==> src/rtl/thumb_fetch_queue_if.sv <==
// thumb_fetch_queue_if
//   Bundles the memory fetch port and the executor command port of the
//   Thumb fetch queue.
//   master : the fetch queue (drives mem_req/mem_addr and cmd_*)
//   slave  : the surrounding system (memory + executor + redirect source)
//   Signals:
//     mem_req     fetch request (registered)
//     mem_addr    word address, bits[1:0] = 0
//     mem_ack     read data valid, completes the request
//     mem_rdata   fetched 32-bit word
//     cmd_valid   cmd/cmd_pc hold a valid halfword
//     cmd         Thumb halfword to the executor
//     cmd_pc      address of cmd
//     cmd_ready   executor accepts cmd this cycle
//     redirect    flush and restart fetch
//     redirect_pc new PC (bit 0 ignored)
interface thumb_fetch_queue_if;
    logic        mem_req;
    logic [31:0] mem_addr;
    logic        mem_ack;
    logic [31:0] mem_rdata;
    logic        cmd_valid;
    logic [15:0] cmd;
    logic [31:0] cmd_pc;
    logic        cmd_ready;
    logic        redirect;
    logic [31:0] redirect_pc;

    modport master (
        output mem_req, mem_addr, cmd_valid, cmd, cmd_pc,
        input  mem_ack, mem_rdata, cmd_ready, redirect, redirect_pc
    );

    modport slave (
        input  mem_req, mem_addr, cmd_valid, cmd, cmd_pc,
        output mem_ack, mem_rdata, cmd_ready, redirect, redirect_pc
    );
endinterface

==> src/rtl/thumb_fetch_queue.sv <==
// thumb_fetch_queue
//   Instruction fetch stage feeding a 16-bit Thumb executor. Fetches aligned
//   32-bit words over a single-outstanding req/ack port, splits them into
//   little-endian halfwords (low half first), buffers them in a circular
//   queue and presents one halfword plus its PC per accept. A redirect
//   flushes the queue and restarts fetch from a new PC.
//
//   Parameters:
//     DEPTH    queue depth in halfwords (power of two, >= 4)
//     RESET_PC fetch address after reset (bit 0 ignored)
//   Ports:
//     sck      clock, rising edge
//     rst_n    asynchronous active-low reset
//     bus      thumb_fetch_queue_if.master (memory port + command port)
//   Build option:
//     FETCH_BYPASS_EN  when defined, a word arriving into an empty queue is
//                      presented to the executor combinationally in the ack
//                      cycle; the accepted halfword is then not stored.
module thumb_fetch_queue #(
    parameter int unsigned DEPTH    = 4,
    parameter logic [31:0] RESET_PC = 32'h0000_0000
) (
    input logic             sck,
    input logic             rst_n,
    thumb_fetch_queue_if.master bus
);

    localparam int unsigned PTR_W = $clog2(DEPTH);
    localparam int unsigned CNT_W = PTR_W + 1;
    // A request may only start when two free slots are guaranteed.
    localparam logic [CNT_W-1:0] ISSUE_MAX = CNT_W'(DEPTH - 2);

    typedef enum logic [1:0] {
        S_IDLE = 2'd0,
        S_REQ  = 2'd1,
        S_DROP = 2'd2
    } state_t;

    state_t           state_q, state_d;
    logic             mem_req_q, mem_req_d;
    logic [31:2]      mem_addr_q, mem_addr_d;
    logic [31:1]      fetch_pc_q, fetch_pc_d;
    logic [PTR_W-1:0] rd_ptr_q, rd_ptr_d;
    logic [PTR_W-1:0] wr_ptr_q, wr_ptr_d;
    logic [CNT_W-1:0] count_q, count_d;

    logic [15:0]      hw_q  [DEPTH];
    logic [31:1]      pca_q [DEPTH];

    logic             q_empty;
    logic             ack_take;
    logic             ack_push;
    logic             q_pop;
    logic             byp_act;
    logic             byp_take;
    logic [1:0]       n_push;
    logic [15:0]      lo_hw, hi_hw, e0_hw;
    logic [31:1]      lo_pc, hi_pc, e0_pc;
    logic [PTR_W-1:0] wr_ptr_p1;
    logic             unused_rpc0;

    assign unused_rpc0 = bus.redirect_pc[0];

    assign q_empty   = (count_q == '0);
    // In REQ the request is always outstanding, so any ack completes it.
    assign ack_take  = (state_q == S_REQ) && bus.mem_ack;
    assign ack_push  = ack_take && !bus.redirect;

    assign lo_hw     = bus.mem_rdata[15:0];
    assign hi_hw     = bus.mem_rdata[31:16];
    assign lo_pc     = {mem_addr_q, 1'b0};
    assign hi_pc     = {mem_addr_q, 1'b1};
    assign wr_ptr_p1 = wr_ptr_q + PTR_W'(1);

`ifdef FETCH_BYPASS_EN
    logic [15:0] first_hw;
    logic [31:1] first_pc;

    // First halfword of the arriving word: the high half when the fetch
    // started at a halfword-odd PC.
    assign first_hw = fetch_pc_q[1] ? hi_hw : lo_hw;
    assign first_pc = fetch_pc_q[1] ? hi_pc : lo_pc;

    assign byp_act  = ack_push && q_empty;
    assign byp_take = byp_act && bus.cmd_ready;

    assign bus.cmd_valid = byp_act || (!q_empty && !bus.redirect);
    assign bus.cmd       = byp_act ? first_hw :
                           (q_empty ? 16'h0000 : hw_q[rd_ptr_q]);
    assign bus.cmd_pc    = byp_act ? {first_pc, 1'b0} :
                           (q_empty ? 32'h0 : {pca_q[rd_ptr_q], 1'b0});
`else
    assign byp_act  = 1'b0;
    assign byp_take = 1'b0;

    assign bus.cmd_valid = !q_empty && !bus.redirect;
    assign bus.cmd       = q_empty ? 16'h0000 : hw_q[rd_ptr_q];
    assign bus.cmd_pc    = q_empty ? 32'h0 : {pca_q[rd_ptr_q], 1'b0};
`endif

    // Queue pop is only from stored entries; redirect voids it.
    assign q_pop = !q_empty && !bus.redirect && bus.cmd_ready && !byp_act;

    assign bus.mem_req  = mem_req_q;
    assign bus.mem_addr = {mem_addr_q, 2'b00};

    // Select what the accepted word contributes to the queue. The only
    // two-entry case is {low, high}; every one-entry case stores the high half.
    always_comb begin
        n_push = 2'd0;
        e0_hw  = hi_hw;
        e0_pc  = hi_pc;
        if (ack_push) begin
            if (!fetch_pc_q[1] && !byp_take) begin
                n_push = 2'd2;
                e0_hw  = lo_hw;
                e0_pc  = lo_pc;
            end else if (!(fetch_pc_q[1] && byp_take)) begin
                n_push = 2'd1;
            end
        end
    end

    always_comb begin
        count_d  = count_q + CNT_W'(n_push) - CNT_W'(q_pop);
        wr_ptr_d = wr_ptr_q + PTR_W'(n_push);
        rd_ptr_d = rd_ptr_q + PTR_W'(q_pop);
        if (bus.redirect) begin
            count_d  = '0;
            wr_ptr_d = '0;
            rd_ptr_d = '0;
        end
    end

    always_comb begin
        state_d    = state_q;
        mem_req_d  = mem_req_q;
        mem_addr_d = mem_addr_q;
        fetch_pc_d = fetch_pc_q;
        unique case (state_q)
            S_IDLE: begin
                if (bus.redirect) begin
                    fetch_pc_d = bus.redirect_pc[31:1];
                end else if (count_q <= ISSUE_MAX) begin
                    mem_req_d  = 1'b1;
                    mem_addr_d = fetch_pc_q[31:2];
                    state_d    = S_REQ;
                end
            end
            S_REQ: begin
                if (bus.redirect) begin
                    fetch_pc_d = bus.redirect_pc[31:1];
                    if (bus.mem_ack) begin
                        mem_req_d = 1'b0;
                        state_d   = S_IDLE;
                    end else begin
                        state_d   = S_DROP;
                    end
                end else if (bus.mem_ack) begin
                    fetch_pc_d = {mem_addr_q + 30'd1, 1'b0};
                    // Back-to-back issue uses the occupancy after this
                    // cycle's push and pop.
                    if (count_d <= ISSUE_MAX) begin
                        mem_addr_d = mem_addr_q + 30'd1;
                    end else begin
                        mem_req_d = 1'b0;
                        state_d   = S_IDLE;
                    end
                end
            end
            S_DROP: begin
                if (bus.redirect) begin
                    fetch_pc_d = bus.redirect_pc[31:1];
                end
                if (bus.mem_ack) begin
                    mem_req_d = 1'b0;
                    state_d   = S_IDLE;
                end
            end
            default: begin
                mem_req_d = 1'b0;
                state_d   = S_IDLE;
            end
        endcase
    end

    always_ff @(posedge sck or negedge rst_n) begin
        if (!rst_n) begin
            state_q    <= S_IDLE;
            mem_req_q  <= 1'b0;
            mem_addr_q <= RESET_PC[31:2];
            fetch_pc_q <= RESET_PC[31:1];
            rd_ptr_q   <= '0;
            wr_ptr_q   <= '0;
            count_q    <= '0;
        end else begin
            state_q    <= state_d;
            mem_req_q  <= mem_req_d;
            mem_addr_q <= mem_addr_d;
            fetch_pc_q <= fetch_pc_d;
            rd_ptr_q   <= rd_ptr_d;
            wr_ptr_q   <= wr_ptr_d;
            count_q    <= count_d;
        end
    end

    // Queue storage carries data only; occupancy is tracked by count_q.
    always_ff @(posedge sck) begin
        if (n_push != 2'd0) begin
            hw_q[wr_ptr_q]  <= e0_hw;
            pca_q[wr_ptr_q] <= e0_pc;
        end
        if (n_push == 2'd2) begin
            hw_q[wr_ptr_p1]  <= hi_hw;
            pca_q[wr_ptr_p1] <= hi_pc;
        end
    end

endmodule

==> src/flat_wrapper.sv <==
// flat-port wrapper written by rule: the top's interface ports become plain ports
module thumb_fetch_queue_flat 
#(
    parameter int unsigned DEPTH    = 4,
    parameter logic [31:0] RESET_PC = 32'h0000_0000
)
  (sck, rst_n, bus_mem_req, bus_mem_addr, bus_cmd_valid, bus_cmd, bus_cmd_pc, bus_mem_ack, bus_mem_rdata, bus_cmd_ready, bus_redirect, bus_redirect_pc);
  thumb_fetch_queue_if bus_i ();
  input logic sck;
  input logic rst_n;
  output wire logic [$bits(bus_i.mem_req)-1:0] bus_mem_req;
  output wire logic [$bits(bus_i.mem_addr)-1:0] bus_mem_addr;
  output wire logic [$bits(bus_i.cmd_valid)-1:0] bus_cmd_valid;
  output wire logic [$bits(bus_i.cmd)-1:0] bus_cmd;
  output wire logic [$bits(bus_i.cmd_pc)-1:0] bus_cmd_pc;
  input wire logic [$bits(bus_i.mem_ack)-1:0] bus_mem_ack;
  input wire logic [$bits(bus_i.mem_rdata)-1:0] bus_mem_rdata;
  input wire logic [$bits(bus_i.cmd_ready)-1:0] bus_cmd_ready;
  input wire logic [$bits(bus_i.redirect)-1:0] bus_redirect;
  input wire logic [$bits(bus_i.redirect_pc)-1:0] bus_redirect_pc;
  assign bus_mem_req = bus_i.mem_req;
  assign bus_mem_addr = bus_i.mem_addr;
  assign bus_cmd_valid = bus_i.cmd_valid;
  assign bus_cmd = bus_i.cmd;
  assign bus_cmd_pc = bus_i.cmd_pc;
  assign bus_i.mem_ack = bus_mem_ack;
  assign bus_i.mem_rdata = bus_mem_rdata;
  assign bus_i.cmd_ready = bus_cmd_ready;
  assign bus_i.redirect = bus_redirect;
  assign bus_i.redirect_pc = bus_redirect_pc;
  thumb_fetch_queue #(.DEPTH(DEPTH), .RESET_PC(RESET_PC)) u_core (.sck(sck), .rst_n(rst_n), .bus(bus_i));
endmodule
==> config.mk <==
export PLATFORM = sky130hd
export DESIGN_NAME = thumb_fetch_queue_flat
export DESIGN_NICKNAME = d
export VERILOG_FILES = /design/src/rtl/thumb_fetch_queue_if.sv /design/src/rtl/thumb_fetch_queue.sv /design/src/flat_wrapper.sv
export SDC_FILE = /design/constraint.sdc
export NUM_CORES = 1
export LEC_CHECK = 0
export CORE_ASPECT_RATIO = 2
export CORE_MARGIN = 3
export CORE_UTILIZATION = 53
export CTS_BUF_LIST = sky130_fd_sc_hd__clkbuf_4 sky130_fd_sc_hd__clkbuf_8
export DETAILED_ROUTE_END_ITERATION = 7
export PLACE_DENSITY = 0.79
export SLEW_MARGIN = 20
export SYNTH_ARGS = -nofsm -noshare
export SYNTH_HDL_FRONTEND = slang
export SYNTH_SLANG_ARGS = --single-unit
==> constraint.sdc <==
create_clock -name sck -period 3 [get_ports sck]
set_input_delay 0.6 -clock sck [delete_from_list [all_inputs] [get_ports sck]]
set_output_delay 0.6 -clock sck [all_outputs]
set_load 0.02 [all_outputs]
==> summary.md <==
| Metric | Value |
|---|---|
| Wire per inst | 20.7 um |
| Drt first pass iters | 5 |
| # clock sinks | 259 |
| PD cells | 812 nW/um^2 |
| Top_reg_cell synth | edfxtp_1 |
| Sequential element share of the synthesized area | 0.560 |
| CORE AREA | 24400 um^2 |
| Post-route ant nets | 0 |
| Root buf cell | clkbuf_8 |
| Pre-CTS setup slack | -599 ps |
| Post-layout minimum cycle time | 3000 ps |
| Avg Inst Size Synth | 12.6 um^2 |
| Util after Layout | 0.669 |
| Clock-pin slew on the worst setup and hold paths | 70 ps |
| Initial antenna violation count | 1 |
| Minimum setup slack among reg-to-reg paths | -3 ps |
| Clk buf depth | 3 |
| Initial core utilization | 0.539 |
| Worst reg2reg endpoint | u_core.mem_addr_q[14] |
| Max-slew violations | 0 |
| Die area | 26900 um^2 |
| Skew final | 17.2 ps |
| Run status | finished with violations |
| Failing checks | negative setup slack |
| Via count | 9058 |
| Max FO, Critical Path | 6 |
| Worst skew pair latency | 540 ps |
| CP Buf/Inv Count | 5 |
| First-pass GRT wire length | 51700 um |
| Met3 WL | 1550 um |
| CP max-delay cell | fa_2 |
| Ys async rst share | 0.274 |
| Mapped Area | 13200 um^2 |
| Die Width | 117 um |
| GRT Util Overall | 0.242 |
| Total CTS buffers | 36 |
| FF+latch count, synth | 259 |
| Met2 WL | 18000 um |
| DRC violations left | 0 |
| M1 WL | 11300 um |
| Max-Cap Viols | 0 |
| Total grt overflow | 0 |
| Seq pwr share | 0.376 |
| Area grow syn2layout | 24.0% |
| Slew HR | 0.278 |
| Synth Warn # | 0 |
| Worst R2R Path Depth | 15 |
| Gp weighted congestion | 0.858 |
| Port Buffer Count | 146 |
| Worst slew pin tran | 1060 ps |
| Final worst setup slack | -3.36 ps |
| VDD IR-drop max | 0.691 mV |
| Most frequent cells in the layout | edfxtp_1 (184), and2_1 (102), clkdlybuf4s50_1 (97) |
| Hold crit path type | in2async |
| CP cell instances | nor3_4 -> nor2_4 -> and2_4 -> ha_4 -> inv_2 -> ha_4 -> inv_2 -> fa_2 -> nand2b_4 -> a32oi_4 -> buf_12 -> buf_8 -> buf_4 -> a21oi_1 -> o22ai_1 |
| Commonest non-fill, non-tap cell in the layout | edfxtp_1 |
| Max Fclk | 333 MHz |
| H-tree depth | 2 |
| Number of global-route vias before repair | 9541 |
| Post-layout nets | 1279 |
| Kind of cell adding the most delay to the critical path | adder cells |
| CTS tree | done |
| Largest net degree at the start of global routing | 54 |
| Library cells used by synthesis | 64 |
| Layout cells sized above 1 | 0.254 |
| Final hold vios | 0 |
| CP peak stage delay | 440 ps |
| Final Cycle Share | 1.00 |
| Post-synth EDFFs | 184 |
| Die Ht | 229 um |
| Final HPWL DP | 22000 um |
| Logic pwr share | 0.396 |
| Drt total wl | 32300 um |
| CP Data Required Time | 3440 ps |
| R2r startpoint | u_core.count_q[0] |
| Critical Path AT | 3450 ps |
| RSZ-0062 raised after global routing | true |
| Fill cells | 1752 |
| Finish-stage setup viols | 1 |
| CP Capture Type | flip-flop |
| Pleak | 0.00602 uW |
| Power Total | 13300 uW |
| Num rows | 81 |
| CP Class | reg2reg |
| P_sw | 4780 uW |
| Top Metal Used | met4 |
| Syn Inst Count | 1044 |
| Sw frac | 0.361 |
| I/O pin cnt | 151 |
| Initial detailed-routing violation count | 607 |
| Critical Path Source Type | flip-flop |
| Cell-internal power | 8480 uW |
| Vias per std cell | 5.80 |
| Clk network pwr share | 0.228 |
power by group through the flow:
stage | clock [uW] | combinational [uW] | sequential [uW]
2_1_floorplan | 0 | 3530 | 4710
3_3_place_gp | 0 | 5070 | 5040
3_5_place_dp | 0 | 5170 | 5070
4_1_cts | 3070 | 5230 | 4980
5_1_grt | 3220 | 5650 | 5060
6_report | 3020 | 5250 | 4990
sequential cells by signal, summed over array words and instances (netlist names):
register	cells
u_core.mem_addr_q	30
u_core.bus.mem_req	1
u_core.count_q	3
u_core.state_q	2
u_core.fetch_pc_q	31
u_core.pca_q	124
u_core.wr_ptr_q	2
u_core.hw_q	64
u_core.rd_ptr_q	2
per-stage QoR:
stage / std cells / area (um^2) / setup TNS [ps] / hold slack, ps
after floorplan: 1046 / 13300 / -301 / 304
final: 1562 / 16300 / -3.36 / 70.8
after global routing: 1562 / 16300 / -535 / 82.8
after detailed placement: 1482 / 15400 / -16040 / 470
after global placement: 1482 / 15400 / -12840 / 462
after CTS: 1558 / 16300 / 0 / 49.8
how the worst max path moves through the flow:
stage,start,slack [ps],endpoint,cells after the start
after floorplan,bus_redirect,-120,u_core.mem_addr_q[18],13
after global placement,bus_redirect,-490,u_core.mem_addr_q[18],10
after detailed placement,bus_redirect,-600,u_core.mem_addr_q[13],11
after CTS,u_core.count_q[2],7,u_core.mem_addr_q[15],16
after global routing,u_core.count_q[0],-80,u_core.mem_addr_q[2],15
final,u_core.count_q[0],-3,u_core.mem_addr_q[14],15
cell usage after synthesis, drive strengths merged (6+ instances only):
cell	instances	area, um^2
edfxtp	184	5530
and2	107	674
dfrtp	71	1780
mux2	64	721
buf	62	389
clkbuf	56	210
o21ai	54	270
nor2b	53	332
nand2	50	188
mux4	47	1060
nor2	41	154
a21oi	40	204
nand3	20	105
nor3	20	100
a32oi	17	149
nor4	16	106
xnor2	16	140
o22ai	14	93.8
inv	13	48.8
mux2i	9	90.1
xor2	9	78.8
and3	8	50.1
nand4	8	65.1
a2bb2oi	6	52.6
ha	6	75.1
timing repair:
action / 4_1_cts / 5_1_grt
endpoints found under the hold margin: 0 / 0
buffers inserted: 11 / 3
pin swaps: 3 / 9
setup endpoints to repair: 52 / 24
hold buffers: 0 / 0
gates cloned: 1 / 0
gates resized for setup: 54 / 13
metal layers:
metal,track usage,up-vias
li1,-,4151
met1,0.269,4487
met2,0.456,327
met3,0.0322,93
met4,0.109,0
met5,0,-
area by class of cell:
cell class / count / area, um^2 / share of cell area
flip-flops and latches: 259 / 7390 / 0.452
repair buffers: 237 / 2340 / 0.143
multi-input cells: 655 / 5340 / 0.327
diodes: 1 / 2.50 / 0.000153
clock buffers: 49 / 624 / 0.0382
inverters: 14 / 52.6 / 0.00322
clock inverters: 15 / 171 / 0.0105
well taps: 332 / 415 / 0.0254
logic make-up (layout without fill, tap and decap cells):
kind of cell	Yosys count	in the layout	synth area share
compound gates	161	161	0.0781
fa+ha+maj	7	7	0.00722
xor+xnor	26	26	0.0184
simple gates	338	338	0.144
flops	259	259	0.560
buf+inv	132	315	0.0495
other cells	1	4	0.000285
mux	120	120	0.142
(Power assumes the default switching activity.)
